<file path="config.mk">
export PLATFORM = sky130hd
export DESIGN_NAME = spi_fsm_flat
export DESIGN_NICKNAME = d
export VERILOG_FILES = /design/src/rtl/spi_fsm_if.sv /design/src/rtl/spi_fsm.sv /design/src/flat_wrapper.sv
export SDC_FILE = /design/constraint.sdc
export NUM_CORES = 1
export LEC_CHECK = 0
export BUFFER_PORTS_ARGS = -buffer_cell sky130_fd_sc_hd__clkbuf_2
export CAP_MARGIN = 10
export CORE_AREA = 2 2 39 41
export DETAILED_ROUTE_END_ITERATION = 8
export DIE_AREA = 0 0 41 43
export PLACE_DENSITY_LB_ADDON = 0.3
export SLEW_MARGIN = 15
export SYNTH_ARGS = -nofsm -noshare
export SYNTH_HDL_FRONTEND = slang
export SYNTH_SLANG_ARGS = --single-unit
</file>
<file path="constraint.sdc">
create_clock -name clk -period 1.5 [get_ports clk]
set_input_delay 0.3 -clock clk [delete_from_list [all_inputs] [get_ports clk]]
set_output_delay 0.3 -clock clk [all_outputs]
set_load 0.1 [all_outputs]
</file>
<file path="src/rtl/spi_fsm_if.sv">
// Signal bundle between the SPI input conditioners / datapath and the
// transaction controller. cs is active-low; sclk_pos is a one-clk pulse per
// SCLK rise. The datapath strobes are single-clk pulses with no handshake:
// the receiving block acts on them in the clk they are high.
interface spi_fsm_if;
  logic cs;
  logic sclk_pos;
  logic rw_bit;
  logic addr_we;
  logic sr_we;
  logic dm_we;
  logic miso_buff;
  logic busy;

  modport master (
    output cs, sclk_pos, rw_bit,
    input  addr_we, sr_we, dm_we, miso_buff, busy
  );

  modport slave (
    input  cs, sclk_pos, rw_bit,
    output addr_we, sr_we, dm_we, miso_buff, busy
  );
endinterface

</file>
<file path="src/rtl/spi_fsm.sv">
// SPI memory transaction controller: address byte, then one read or write
// data byte. All outputs are decoded from the registered state only.
module spi_fsm #(
  parameter int BYTE_BITS = 8,
  parameter int CNT_W     = 4
) (
  input  logic             clk,
  input  logic             reset_n,
  spi_fsm_if.slave         bus,
  output logic [2:0]       dbg_state,
  output logic [CNT_W-1:0] dbg_cnt
);

  typedef enum logic [2:0] {
    IDLE         = 3'd0,
    GET_ADDR     = 3'd1,
    GOT_ADDR     = 3'd2,
    READ_LOAD    = 3'd3,
    READ_SEND    = 3'd4,
    WRITE_GET    = 3'd5,
    WRITE_COMMIT = 3'd6,
    DONE         = 3'd7
  } state_t;

  localparam logic [CNT_W-1:0] FULL = CNT_W'(BYTE_BITS);

  state_t           state, state_nx;
  logic [CNT_W-1:0] cnt, cnt_nx;
  logic             addr_we, sr_we, dm_we, miso_buff, busy;

  // State and bit-counter registers.
  always_ff @(posedge clk or negedge reset_n) begin
    if (!reset_n) begin
      state <= IDLE;
      cnt   <= '0;
    end else begin
      state <= state_nx;
      cnt   <= cnt_nx;
    end
  end

  // Next state and counter. cs high aborts from anywhere and wins over
  // everything else, so a partially received write never reaches commit.
  always_comb begin
    state_nx = state;
    cnt_nx   = cnt;
    if (bus.cs) begin
      state_nx = IDLE;
      cnt_nx   = '0;
    end else begin
      case (state)
        IDLE: begin
          cnt_nx   = '0;
          state_nx = GET_ADDR;
        end
        GET_ADDR: begin
          if (cnt == FULL)        state_nx = GOT_ADDR;
          else if (bus.sclk_pos)  cnt_nx   = cnt + 1'b1;
        end
        GOT_ADDR: begin
          cnt_nx   = '0;
          state_nx = bus.rw_bit ? READ_LOAD : WRITE_GET;
        end
        READ_LOAD: state_nx = READ_SEND;
        READ_SEND: begin
          if (cnt == FULL)        state_nx = DONE;
          else if (bus.sclk_pos)  cnt_nx   = cnt + 1'b1;
        end
        WRITE_GET: begin
          if (cnt == FULL)        state_nx = WRITE_COMMIT;
          else if (bus.sclk_pos)  cnt_nx   = cnt + 1'b1;
        end
        WRITE_COMMIT: state_nx = DONE;
        DONE:         state_nx = DONE;
        default: begin
          state_nx = IDLE;
          cnt_nx   = '0;
        end
      endcase
    end
  end

  // Moore output decode.
  always_comb begin
    addr_we   = 1'b0;
    sr_we     = 1'b0;
    dm_we     = 1'b0;
    miso_buff = 1'b0;
    busy      = (state != IDLE);
    case (state)
      GOT_ADDR:     addr_we   = 1'b1;
      READ_LOAD:    sr_we     = 1'b1;
      READ_SEND:    miso_buff = 1'b1;
      WRITE_COMMIT: dm_we     = 1'b1;
      default: ;
    endcase
  end

  assign bus.addr_we   = addr_we;
  assign bus.sr_we     = sr_we;
  assign bus.dm_we     = dm_we;
  assign bus.miso_buff = miso_buff;
  assign bus.busy      = busy;
  assign dbg_state     = state;
  assign dbg_cnt       = cnt;

endmodule

</file>
<file path="src/flat_wrapper.sv">
// flat-port wrapper written by rule: the top's interface ports become plain ports
module spi_fsm_flat 
#(
  parameter int BYTE_BITS = 8,
  parameter int CNT_W     = 4
)
  (clk, reset_n, dbg_state, dbg_cnt, bus_cs, bus_sclk_pos, bus_rw_bit, bus_addr_we, bus_sr_we, bus_dm_we, bus_miso_buff, bus_busy);
  spi_fsm_if bus_i ();
  input  logic clk;
  input  logic reset_n;
  output logic [2:0] dbg_state;
  output logic [CNT_W-1:0] dbg_cnt;
  input wire logic [$bits(bus_i.cs)-1:0] bus_cs;
  input wire logic [$bits(bus_i.sclk_pos)-1:0] bus_sclk_pos;
  input wire logic [$bits(bus_i.rw_bit)-1:0] bus_rw_bit;
  output wire logic [$bits(bus_i.addr_we)-1:0] bus_addr_we;
  output wire logic [$bits(bus_i.sr_we)-1:0] bus_sr_we;
  output wire logic [$bits(bus_i.dm_we)-1:0] bus_dm_we;
  output wire logic [$bits(bus_i.miso_buff)-1:0] bus_miso_buff;
  output wire logic [$bits(bus_i.busy)-1:0] bus_busy;
  assign bus_i.cs = bus_cs;
  assign bus_i.sclk_pos = bus_sclk_pos;
  assign bus_i.rw_bit = bus_rw_bit;
  assign bus_addr_we = bus_i.addr_we;
  assign bus_sr_we = bus_i.sr_we;
  assign bus_dm_we = bus_i.dm_we;
  assign bus_miso_buff = bus_i.miso_buff;
  assign bus_busy = bus_i.busy;
  spi_fsm #(.BYTE_BITS(BYTE_BITS), .CNT_W(CNT_W)) u_core (.clk(clk), .reset_n(reset_n), .bus(bus_i), .dbg_state(dbg_state), .dbg_cnt(dbg_cnt));
endmodule
</file>
# Word-level counts from Yosys, hierarchy flattened
# Cells that the tools add are included.
totals:
  inputBits: 5
  output_inout_bits: 12
  register_bits: 7
  word_cells: 38
classes:
  eq_ne: 13
  n_addsub: 1
  n_mux: 14
  n_reduce_logical: 8
op_table:
  columns: ["op", "n"]
  rows:
  - ["one-hot mux 3 bit (7 select lines)", 1]
  - ["2-to-1 mux 3 bit", 5]
  - ["equality test 3 bit (second input constant)", 4]
  - ["2-to-1 mux 4 bit", 3]
  - ["inequality test 3 x 2 -> 1 bit (second input constant)", 3]
  - ["one-hot mux 4 bit (2 select lines)", 1]
  - ["equality test 3 x 2 -> 1 bit (second input constant)", 2]
  - ["AND reduction 3 bit", 2]
  - ["nonzero test 3 bit", 2]
  - ["adder 4 x 1 -> 4 bit (second input constant)", 1]
  - ["equality test 4 bit (second input constant)", 1]
  - ["2-to-1 mux 1 bit", 4]
  - ["OR reduction 2 bit", 2]
  - ["equality test 3 x 1 -> 1 bit (second input constant)", 1]
  - ["logical NOT 3 bit", 1]
  - ["inequality test 3 x 1 -> 1 bit (second input constant)", 1]
  - ["inequality test 3 bit (second input constant)", 1]
  - ["OR reduction 3 bit", 1]

# Longest topological paths before layout
# Gate-level depths: netlist (run 1).
depth:
  ltp_word: 5
  mapped_depth: 6
  ltp_nobuf: 5

# Worst setup path before layout (run 1)
# OpenSTA, ideal clock, no wires.
synth_path:
  path_type: "register to register"
  startpoint: "reg u_core.state[2], in the netlist u_core.dbg_state[2]"
  endpoint: "reg u_core.state[0], in the netlist u_core.dbg_state[0]"
  path_slack_ns: -2.431
  stages_incl_launch_ff: 5
  period_less_slack_ns: 3.931
  t_required_ns: 1.284
  path_buffers: 1
  setup_ns: 0.216
  arrival_time_ns: 3.715
  path_cell_list: "dfrtp_1 > buf_6 > nor3b_1 > nor2b_1 > a2111oi_1"
synth_between:
  elab_chain_cells: 4
  elab_cells_between_ends: 15
  cone_classes: "eq/ne: 10; mux: 2; reduce/logical: 3"
synth_rtl:
  columns: ["item", "line", "rtl"]
  rows:
  - ["start, declared", "spi_fsm.sv:27", "state_t state, state_nx;"]
  - ["start signal, assigned", "spi_fsm.sv:37", "state <= state_nx;"]
  - ["equality test 3 bit", "spi_fsm.sv:51", "case (state)"]
  - ["OR reduction 2 bit (no source line)", null, null]
  - ["one-hot mux 3 bit (7 select lines)", "spi_fsm.sv:51", null]
  - ["2-to-1 mux 3 bit", "spi_fsm.sv:47", "if (bus.cs) begin"]
# Parallel ways exist; a longest one is shown, timed or not.
# A chain may end at the register's enable or synchronous reset.

# Worst setup path after layout (run 1)
layout_path:
  startpoint: "reg u_core.state[1], in the netlist u_core.dbg_state[1]"
  endpoint: "out bus_miso_buff"
layout_between:
  elab_chain_cells: 2
layout_rtl:
  columns: ["item", "line", "rtl"]
  rows:
  - ["equality test 3 bit", "spi_fsm.sv:90", "case (state)"]
  - ["2-to-1 mux 1 bit", "spi_fsm.sv:90", null]
  - ["end, declared", "flat_wrapper.sv:19", "output wire logic [$bits(bus_i.miso_buff)-1:0] bus_miso_buff;"]
# No other way between the ends.

==> flow_summary.html, run 1 <==
<table>
<tr><th>Metric</th><th>Value</th></tr>
<tr><th colspan="2">Outcome</th></tr>
<tr><td>Status</td><td>complete, but fails checks</td></tr>
<tr><td>Violated checks</td><td>setup timing</td></tr>
<tr><th colspan="2">Die</th></tr>
<tr><td>DIE AREA</td><td>1760 um^2</td></tr>
<tr><td>Initial Utilization</td><td>33.2%</td></tr>
<tr><td>Overall die height</td><td>43 um</td></tr>
<tr><td>Count of standard-cell rows</td><td>14</td></tr>
<tr><td>Core area</td><td>1380 um^2</td></tr>
<tr><td>Number of I/O pins</td><td>17</td></tr>
<tr><td>Horizontal die dimension</td><td>41 um</td></tr>
<tr><th colspan="2">Logic synthesis</th></tr>
<tr><td>Number of warnings printed during yosys synthesis</td><td>0</td></tr>
<tr><td>Most common cell in the netlist</td><td>sky130_fd_sc_hd__dfrtp_1</td></tr>
<tr><td>Number of synthesized register bits</td><td>7</td></tr>
<tr><td>Share of the synthesized netlist area taken by xor and xnor gates</td><td>0%</td></tr>
<tr><td>Library cell with the largest summed area after synthesis</td><td>sky130_fd_sc_hd__dfrtp_1</td></tr>
<tr><td>Proportion of netlist area held by the largest area contributor</td><td>38.1%</td></tr>
<tr><td>Number of enable-type register cells in the synthesized netlist</td><td>0</td></tr>
<tr><td>Post-synthesis compound-gate area fraction</td><td>19.1%</td></tr>
<tr><td>Cell count after synthesis</td><td>49</td></tr>
<tr><td>Synthesized net count</td><td>56</td></tr>
<tr><td>Post-synthesis cell area</td><td>459 um^2</td></tr>
<tr><td>Synth Area in Simple Gates</td><td>26.4%</td></tr>
<tr><td>Main area contributors after synthesis</td><td>sky130_fd_sc_hd__dfrtp_1 38%, sky130_fd_sc_hd__a21oi_1 5.4%, sky130_fd_sc_hd__ha_1 5.4%</td></tr>
<tr><td>Portion of netlist area occupied by mux cells</td><td>2.18%</td></tr>
<tr><td>Commonest register cell after synthesis</td><td>sky130_fd_sc_hd__dfrtp_1</td></tr>
<tr><td>Number of distinct library cell variants in the gate-level netlist after synthesis</td><td>23</td></tr>
<tr><td>Sequential fraction of the synthesis area</td><td>38.1%</td></tr>
<tr><td>Async S/R FF share, synth</td><td>100%</td></tr>
<tr><td>Combinational family with the most area after synthesis</td><td>simple AND/OR/NAND/NOR gates</td></tr>
<tr><td>Top cells by instance count after synthesis</td><td>7 x sky130_fd_sc_hd__dfrtp_1, 5 x sky130_fd_sc_hd__a21oi_1, 4 x sky130_fd_sc_hd__o21ai_0</td></tr>
<tr><td>Mean instance size in the synthesized netlist</td><td>9.37 um^2</td></tr>
<tr><td>Adder-cell area share of the yosys netlist</td><td>5.45%</td></tr>
<tr><th colspan="2">Power</th></tr>
<tr><td>Logic gate share of total power</td><td>21.7%</td></tr>
<tr><td>Ratio of total power to cell area</td><td>538 nW/um^2</td></tr>
<tr><td>Fraction of power spent switching nets</td><td>29.4%</td></tr>
<tr><td>Internal power component</td><td>337 uW</td></tr>
<tr><td>Proportion of power drawn by the clock network</td><td>37.3%</td></tr>
<tr><td>Net switching power</td><td>140 uW</td></tr>
<tr><td>Flop pwr share</td><td>41.0%</td></tr>
<tr><td>Leakage power summed over all cells</td><td>0.000384 uW</td></tr>
<tr><td>Worst ir drop on vdd</td><td>339 uV</td></tr>
<tr><th colspan="2">Cells and area</th></tr>
<tr><td>Final instance area</td><td>887 um^2</td></tr>
<tr><td># nets final</td><td>84</td></tr>
<tr><td>Area Overhead vs Synth</td><td>93.2%</td></tr>
<tr><td>Antenna diode count</td><td>0</td></tr>
<tr><td>Layout cells sized above 1</td><td>63.2%</td></tr>
<tr><td>Layout Cells excl Fill</td><td>92</td></tr>
<tr><th colspan="2">Timing</th></tr>
<tr><td>Setup repair after global routing missed its margin</td><td>true</td></tr>
<tr><td>Crit path setup slack, layout</td><td>-0.127 ns</td></tr>
<tr><td>Final clock skew</td><td>0.00158 ns</td></tr>
<tr><td>Ratio of final minimum period to clock period</td><td>108%</td></tr>
<tr><td>Final Setup Violations</td><td>5</td></tr>
<tr><td>Post-layout minimum cycle time</td><td>1.63 ns</td></tr>
<tr><td>Max Freq</td><td>0.615 GHz</td></tr>
<tr><td>Tightest Pin Transition</td><td>0.336 ns</td></tr>
<tr><td>Max-Slew Margin vs Limit</td><td>77.5%</td></tr>
<tr><td>Number of max-slew violations in the final report</td><td>0</td></tr>
<tr><td>Number of hold-slack violations in the final timing report</td><td>0</td></tr>
<tr><th colspan="2">Drt</th></tr>
<tr><td>Count of antenna-violating nets left after detailed routing</td><td>0</td></tr>
<tr><td>Total DRC errors in the routed layout</td><td>0</td></tr>
<tr><td>Total detailed-routing wirelength</td><td>1.14 mm</td></tr>
<tr><td>Overall via count from detail_route</td><td>456</td></tr>
<tr><td>First-pass iteration count of the detailed router</td><td>4</td></tr>
<tr><td>WL per Instance</td><td>12.4 um</td></tr>
<tr><td>Post-detailed-route via-to-cell ratio</td><td>4.96</td></tr>
<tr><td>Count of routing violations after the opening detailed-route iteration</td><td>5</td></tr>
<tr><th colspan="2">Placed design</th></tr>
<tr><td>Post-Place Cell Area</td><td>776 um^2</td></tr>
<tr><td>RePlAce Congestion</td><td>0.746</td></tr>
<tr><td>DPL Wire Length</td><td>851 um</td></tr>
<tr><td>Number of I/O port buffers</td><td>16</td></tr>
<tr><td>Number of placed instances, taps included</td><td>82</td></tr>
<tr><th colspan="2">Clock tree</th></tr>
<tr><td>Max Root-Sink Buffers</td><td>2</td></tr>
<tr><td>Clock buffer count from CTS</td><td>3</td></tr>
<tr><td>CTS tree</td><td>yes</td></tr>
<tr><td>Library cell used as clock root buffer</td><td>sky130_fd_sc_hd__clkbuf_4</td></tr>
<tr><td>Clock transition time at the flip-flop clock pins of the worst setup and hold paths</td><td>0.06 ns</td></tr>
<tr><td>Number of levels the H-tree was split into</td><td>1</td></tr>
<tr><td>CTS sink cnt</td><td>7</td></tr>
<tr><td>Latest clock arrival within the worst-skew pair</td><td>0.25 ns</td></tr>
<tr><th colspan="2">Flow run</th></tr>
<tr><td>Max Cap Viol</td><td>0</td></tr>
<tr><th colspan="2">GRT</th></tr>
<tr><td>Vias in the first global route</td><td>417</td></tr>
<tr><td>Overall Global Routing Usage</td><td>15.7%</td></tr>
<tr><td>Initial antenna violation count</td><td>0</td></tr>
<tr><td>Wire length of the first global-routing pass</td><td>1.82 mm</td></tr>
<tr><td>Aggregate global routing overflow</td><td>0</td></tr>
<tr><td>Largest net degree at the start of global routing</td><td>11</td></tr>
<tr><th colspan="2">Critical path</th></tr>
<tr><td>Crit path required time</td><td>1.20 ns</td></tr>
<tr><td>Data arrival, critical path</td><td>1.33 ns</td></tr>
<tr><td>Crit Path Category</td><td>reg2out</td></tr>
<tr><td>Capturing element type of the critical path</td><td>output port</td></tr>
<tr><td>Worst Setup Start Kind</td><td>register</td></tr>
<tr><td>Largest fanout on the critical path</td><td>6</td></tr>
<tr><th colspan="2">Hold path</th></tr>
<tr><td>Worst min path class</td><td>in2reg</td></tr>
</table>
[sequential cells by signal (all words and copies together) (netlist names)]
name,cells
u_core.dbg_cnt,4
u_core.dbg_state,3
[placed cells by master (no fill, tap or decap)]
| cell | count |
|---|---|
| sky130_fd_sc_hd__buf_8 | 2 |
| sky130_fd_sc_hd__o21bai_1 | 1 |
| sky130_fd_sc_hd__dlygate4sd3_1 | 1 |
| sky130_fd_sc_hd__or3_1 | 1 |
| sky130_fd_sc_hd__o21ba_2 | 1 |
| sky130_fd_sc_hd__o211ai_1 | 1 |
| sky130_fd_sc_hd__or3_4 | 2 |
| sky130_fd_sc_hd__mux2i_1 | 1 |
| sky130_fd_sc_hd__nor2b_1 | 3 |
| sky130_fd_sc_hd__clkbuf_2 | 4 |
| sky130_fd_sc_hd__buf_4 | 8 |
| sky130_fd_sc_hd__nor3b_4 | 2 |
| sky130_fd_sc_hd__nand2b_1 | 1 |
| sky130_fd_sc_hd__and3b_2 | 2 |
| sky130_fd_sc_hd__buf_12 | 10 |
| sky130_fd_sc_hd__inv_2 | 2 |
| sky130_fd_sc_hd__nand3b_1 | 1 |
| sky130_fd_sc_hd__nand2_1 | 2 |
| sky130_fd_sc_hd__a2111oi_1 | 1 |
| sky130_fd_sc_hd__clkbuf_4 | 3 |
| sky130_fd_sc_hd__dlymetal6s2s_1 | 1 |
| sky130_fd_sc_hd__nand3_1 | 1 |
| sky130_fd_sc_hd__o31ai_1 | 1 |
| sky130_fd_sc_hd__dfrtp_4 | 5 |
| sky130_fd_sc_hd__buf_6 | 1 |
| sky130_fd_sc_hd__o21ai_0 | 4 |
| sky130_fd_sc_hd__ha_2 | 1 |
| sky130_fd_sc_hd__clkbuf_1 | 1 |
| sky130_fd_sc_hd__a21oi_2 | 1 |
| sky130_fd_sc_hd__nand2b_4 | 1 |
| sky130_fd_sc_hd__nor2_1 | 2 |
| sky130_fd_sc_hd__dfrtp_2 | 2 |
| sky130_fd_sc_hd__nor2_4 | 1 |
| sky130_fd_sc_hd__ha_1 | 1 |
| sky130_fd_sc_hd__a21oi_1 | 4 |
[what timing repair did]
item,in CTS,in global routing
resized for setup,5,4
buffers inserted,2,3
hold buffers,1,0
pin swaps,3,2
hold endpoints to repair,7,0
endpoints found under the setup margin,5,7
[power by group through the flow]
| stage | logic, uW | clock network [uW] | registers (uW) |
|---|---|---|---|
| final | 103 | 178 | 196 |
| after global routing | 110 | 197 | 196 |
| after CTS | 102 | 184 | 196 |
| after detailed placement | 97.5 | 0 | 199 |
| after global placement | 96.5 | 0 | 199 |
| after floorplan | 34.5 | 0 | 224 |
[area by class of cell]
cell class,instances,area [um^2]
inverter,2,7.51
fill,114,497
clock buffer,4,26.3
tap,16,20.0
multi-input combinational,36,293
sequential,7,196
timing repair buffer,27,344
[final timing paths]
path | from | end | slack [ns] | cells after the start
min | bus_cs | u_core.dbg_state[1] | 0.26 | 2
min in group asynchronous | reset_n | u_core.dbg_cnt[1] | 0.41 | 2
max | u_core.dbg_state[1] | bus_miso_buff | -0.13 | 3
max in group asynchronous | reset_n | u_core.dbg_state[2] | 0.90 | 2
max reg2reg | u_core.dbg_state[1] | u_core.dbg_cnt[3] | 0.03 | 5
min reg2reg | u_core.dbg_cnt[3] | u_core.dbg_cnt[3] | 0.58 | 2
[stage by stage]
stage                     setup TNS (ns)  worst slack (ns)  hold WS [ns]  util [%]  power [uW]
after CTS                         -0.526            -0.133         0.255      61.1         482
after detailed placement               0            0.0507         0.152      56.1         297
after floorplan                    -2.27            -0.586       0.00441         -         258
after global routing              -0.695            -0.163         0.272      64.1         503
after global placement                 0            0.0664         0.145      56.1         296
final                             -0.489            -0.127         0.264      64.1         477
[worst max-delay path, stage by stage, from the launching register on]
cell and delay (ns):
sky130_fd_sc_hd__dfrtp_4 0.48, sky130_fd_sc_hd__buf_8 0.14, sky130_fd_sc_hd__nor3b_4 0.24, sky130_fd_sc_hd__buf_12 0.21
[cell families (layout without fill, tap and decap cells)]
family | Yosys count | after routing
buf+inv | 6 | 33
compound gates | 14 | 14
mux | 1 | 1
simple gates | 19 | 19
flops | 7 | 7
fa+ha+maj | 2 | 2
[metal layers]
| metal | wire, um | vias up | track usage, % |
|---|---|---|---|
| li1 | - | 226 | - |
| met3 | 37 | 0 | 3.14 |
| met1 | 487 | 219 | 20.2 |
| met4 | 0 | 0 | 10.0 |
| met2 | 619 | 11 | 22.8 |
| met5 | 0 | - | 0 |
Power figures use the tool's default switching activity.
==> run 2, diff against run 1 <==
--- a/config.mk
+++ b/config.mk
@@ -11,6 +11,8 @@
 export DETAILED_ROUTE_END_ITERATION = 8
 export DIE_AREA = 0 0 41 43
 export PLACE_DENSITY_LB_ADDON = 0.3
+export RECOVER_POWER = 50
+export REMOVE_ABC_BUFFERS = 1
 export SLEW_MARGIN = 15
 export SYNTH_ARGS = -nofsm -noshare
 export SYNTH_HDL_FRONTEND = slang
==> flow_summary.html, run 2 (synthesized netlist as in run 1, its figures left out) <==
<table>
<tr><th>Metric</th><th>Value</th></tr>
<tr><th colspan="2">Clock tree</th></tr>
<tr><td>Max Root-Sink Buffers</td><td>2 (unchanged)</td></tr>
<tr><td>Number of levels the H-tree was split into</td><td>1 (unchanged)</td></tr>
<tr><td>Clock transition time at the flip-flop clock pins of the worst setup and hold paths</td><td>0.05 ns (was 0.06 ns)</td></tr>
<tr><td>Clock buffer count from CTS</td><td>3 (unchanged)</td></tr>
<tr><td>Latest clock arrival within the worst-skew pair</td><td>0.25 ns (about the same)</td></tr>
<tr><td>CTS sink cnt</td><td>7 (unchanged)</td></tr>
<tr><td>Library cell used as clock root buffer</td><td>sky130_fd_sc_hd__clkbuf_4 (unchanged)</td></tr>
<tr><td>CTS tree</td><td>yes (unchanged)</td></tr>
<tr><th colspan="2">Hold path</th></tr>
<tr><td>Worst-case hold path end point</td><td>u_core.dbg_state[0] (was u_core.dbg_state[1])</td></tr>
<tr><td>Launch point of the worst hold path</td><td>bus_cs (unchanged)</td></tr>
<tr><td>Worst min path class</td><td>in2reg (unchanged)</td></tr>
<tr><td>Hold path depth</td><td>2 (unchanged)</td></tr>
<tr><th colspan="2">Critical path</th></tr>
<tr><td>Largest fanout on the critical path</td><td>6 (unchanged)</td></tr>
<tr><td>Endpoint of the most critical register-to-register path</td><td>u_core.dbg_cnt[0] (was u_core.dbg_cnt[3])</td></tr>
<tr><td>Worst Setup Start Kind</td><td>register (unchanged)</td></tr>
<tr><td>Count of cells along the worst register-to-register path</td><td>5 (unchanged)</td></tr>
<tr><td>Data arrival, critical path</td><td>1.27 ns (was 1.33 ns)</td></tr>
<tr><td>Crit Path Category</td><td>reg2out (unchanged)</td></tr>
<tr><td>Start of the worst register-to-register path</td><td>u_core.dbg_cnt[0] (was u_core.dbg_state[1])</td></tr>
<tr><td>Capturing element type of the critical path</td><td>output port (unchanged)</td></tr>
<tr><td>R2R Setup Slk</td><td>0.12 ns (was 0.03 ns)</td></tr>
<tr><td>Crit path required time</td><td>1.20 ns (about the same)</td></tr>
<tr><th colspan="2">Drt</th></tr>
<tr><td>Count of antenna-violating nets left after detailed routing</td><td>0 (unchanged)</td></tr>
<tr><td>Count of routing violations after the opening detailed-route iteration</td><td>2 (was 5)</td></tr>
<tr><td>Post-detailed-route via-to-cell ratio</td><td>5.00 (was 4.96)</td></tr>
<tr><td>Total DRC errors in the routed layout</td><td>0 (unchanged)</td></tr>
<tr><td>Overall via count from detail_route</td><td>455 (was 456)</td></tr>
<tr><td>WL per Instance</td><td>12.0 um (was 12.4 um)</td></tr>
<tr><td>Total detailed-routing wirelength</td><td>1.10 mm (was 1.14 mm)</td></tr>
<tr><td>First-pass iteration count of the detailed router</td><td>4 (unchanged)</td></tr>
<tr><th colspan="2">Power</th></tr>
<tr><td>Ratio of total power to cell area</td><td>567 nW/um^2 (was 538 nW/um^2)</td></tr>
<tr><td>Leakage power summed over all cells</td><td>0.000367 uW (was 0.000384 uW)</td></tr>
<tr><td>Worst ir drop on vdd</td><td>209 uV (was 339 uV)</td></tr>
<tr><th colspan="2">Die</th></tr>
<tr><td>Count of standard-cell rows</td><td>14 (unchanged)</td></tr>
<tr><td>Initial Utilization</td><td>33.2% (unchanged)</td></tr>
<tr><td>Core area</td><td>1380 um^2 (unchanged)</td></tr>
<tr><td>DIE AREA</td><td>1760 um^2 (unchanged)</td></tr>
<tr><td>Horizontal die dimension</td><td>41 um (unchanged)</td></tr>
<tr><td>Overall die height</td><td>43 um (unchanged)</td></tr>
<tr><td>Number of I/O pins</td><td>17 (unchanged)</td></tr>
<tr><th colspan="2">Placed design</th></tr>
<tr><td>RePlAce Congestion</td><td>0.712 (was 0.746)</td></tr>
<tr><td>Number of I/O port buffers</td><td>16 (unchanged)</td></tr>
<tr><td>DPL Wire Length</td><td>845 um (was 851 um)</td></tr>
<tr><td>Post-Place Cell Area</td><td>727 um^2 (was 776 um^2)</td></tr>
<tr><td>Number of placed instances, taps included</td><td>83 (was 82)</td></tr>
<tr><th colspan="2">GRT</th></tr>
<tr><td>Wire length of the first global-routing pass</td><td>2.04 mm (was 1.82 mm)</td></tr>
<tr><td>Initial antenna violation count</td><td>0 (unchanged)</td></tr>
<tr><td>Aggregate global routing overflow</td><td>0 (unchanged)</td></tr>
<tr><td>Largest net degree at the start of global routing</td><td>9 (was 11)</td></tr>
<tr><td>Overall Global Routing Usage</td><td>16.7% (was 15.7%)</td></tr>
<tr><td>Vias in the first global route</td><td>484 (was 417)</td></tr>
<tr><th colspan="2">Cells and area</th></tr>
<tr><td>Final instance area</td><td>810 um^2 (was 887 um^2)</td></tr>
<tr><td>Layout cells sized above 1</td><td>49.3% (was 63.2%)</td></tr>
<tr><td>Most common library cell in the layout ignoring fill and taps</td><td>sky130_fd_sc_hd__buf_4 (was sky130_fd_sc_hd__buf_12)</td></tr>
<tr><td># nets final</td><td>83 (was 84)</td></tr>
<tr><td>Antenna diode count</td><td>0 (unchanged)</td></tr>
<tr><td>Area Overhead vs Synth</td><td>76.3% (was 93.2%)</td></tr>
<tr><td>Layout Cells excl Fill</td><td>91 (was 92)</td></tr>
<tr><td>Most frequent cells in the layout</td><td>11 x sky130_fd_sc_hd__buf_4, 10 x sky130_fd_sc_hd__buf_12, 5 x sky130_fd_sc_hd__a21oi_1 (was 10 x sky130_fd_sc_hd__buf_12, 8 x sky130_fd_sc_hd__buf_4, 5 x sky130_fd_sc_hd__dfrtp_4)</td></tr>
<tr><td>Max reg flops</td><td>4 (unchanged)</td></tr>
<tr><th colspan="2">Timing</th></tr>
<tr><td>Post-layout minimum cycle time</td><td>1.57 ns (was 1.63 ns)</td></tr>
<tr><td>Setup repair after global routing missed its margin</td><td>true (unchanged)</td></tr>
<tr><td>Max-Slew Margin vs Limit</td><td>75.3% (was 77.5%)</td></tr>
<tr><td>Crit path setup slack, layout</td><td>-0.0726 ns (was -0.127 ns)</td></tr>
<tr><td>Tightest Pin Transition</td><td>0.370 ns (was 0.336 ns)</td></tr>
<tr><td>Ratio of final minimum period to clock period</td><td>105% (was 108%)</td></tr>
<tr><td>Hold Worst Slack</td><td>0.282 ns (was 0.264 ns)</td></tr>
<tr><td>Number of hold-slack violations in the final timing report</td><td>0 (unchanged)</td></tr>
<tr><td>Max Freq</td><td>0.636 GHz (was 0.615 GHz)</td></tr>
<tr><td>Number of max-slew violations in the final report</td><td>0 (unchanged)</td></tr>
<tr><td>Setup TNS</td><td>-0.0865 ns (was -0.489 ns)</td></tr>
<tr><td>Final clock skew</td><td>0.00163 ns (was 0.00158 ns)</td></tr>
<tr><td>Final Setup Violations</td><td>3 (was 5)</td></tr>
<tr><th colspan="2">Flow run</th></tr>
<tr><td>Max Cap Viol</td><td>0 (unchanged)</td></tr>
<tr><th colspan="2">Outcome</th></tr>
<tr><td>Violated checks</td><td>setup timing (unchanged)</td></tr>
<tr><td>Status</td><td>complete, but fails checks (unchanged)</td></tr>
</table>
[run 2: cell types whose count changed in the layout (fill, tap and decap cells not counted), moves of 2 or more]
cell / before / now
sky130_fd_sc_hd__nor3b_2: 0 / 2
sky130_fd_sc_hd__buf_4: 8 / 11
sky130_fd_sc_hd__dfrtp_1: 0 / 4
sky130_fd_sc_hd__buf_8: 2 / 0
sky130_fd_sc_hd__inv_1: 0 / 2
sky130_fd_sc_hd__dfrtp_4: 5 / 0
sky130_fd_sc_hd__nor3b_4: 2 / 0
sky130_fd_sc_hd__inv_2: 2 / 0
[run 2: routing by layer]
| metal | global-route usage (%) | wire length (um) | up-vias |
|---|---|---|---|
| met1 | 23.1 | 476 | 210 |
| met2 | 24.4 | 519 | 19 |
| met4 | 6.00 | 11 | 0 |
| li1 | - | - | 224 |
| met5 | 0 | 0 | - |
| met3 | 4.19 | 89 | 2 |
[run 2: through the flow]
step           setup WS [ns]  util [%]  total power (uW)
2_1_floorplan          -2.42         -               250
3_3_place_gp          0.0423      52.5               290
3_5_place_dp          0.0585      52.5               292
4_1_cts              -0.0796      57.6               464
5_1_grt               -0.107      58.5               486
6_report             -0.0726      58.5               459
[run 2: worst max path at each step]
stage	startpoint	endpoint	slack, ns
2_1_floorplan	u_core.dbg_state[2]	u_core.dbg_state[0]	-2.42
3_3_place_gp	u_core.dbg_state[1]	bus_miso_buff	0.04
3_5_place_dp	u_core.dbg_state[2]	bus_miso_buff	0.06
4_1_cts	u_core.dbg_state[1]	bus_busy	-0.08
5_1_grt	u_core.dbg_state[0]	bus_busy	-0.11
6_report	u_core.dbg_state[0]	bus_busy	-0.07
[run 2: layout make-up]
cell class,count,area [um^2]
inverters,2,7.51
clock buffers,4,26.3
well taps,16,20.0
flip-flops and latches,7,179
fillers,125,574
repair buffers,26,312
multi-input cells,36,265
[run 2: repair_timing]
| action | 4_1_cts | 5_1_grt |
|---|---|---|
| hold endpoints to repair | 7 | 0 |
| endpoints found under the setup margin | 4 | 6 |
| hold buffers | 1 | 0 |
| gates resized for setup | 6 | 2 |
| buffers inserted | 2 | 1 |
| pin swaps | 0 | 1 |
[run 2: report_power, final]
| group | leakage [uW] | switching (uW) | internal (uW) |
|---|---|---|---|
| clock network | 0.0000150 | 62.9 | 101 |
| registers | 0.0000906 | 3.62 | 193 |
| logic | 0.000261 | 59.3 | 39.6 |
| total | 0.000367 | 126 | 333 |
[run 2: worst max-delay path, cell delays in order (launching register included)]
cell	delay (ns)
sky130_fd_sc_hd__dfrtp_2	0.44
sky130_fd_sc_hd__or3_4	0.41
sky130_fd_sc_hd__buf_12	0.17
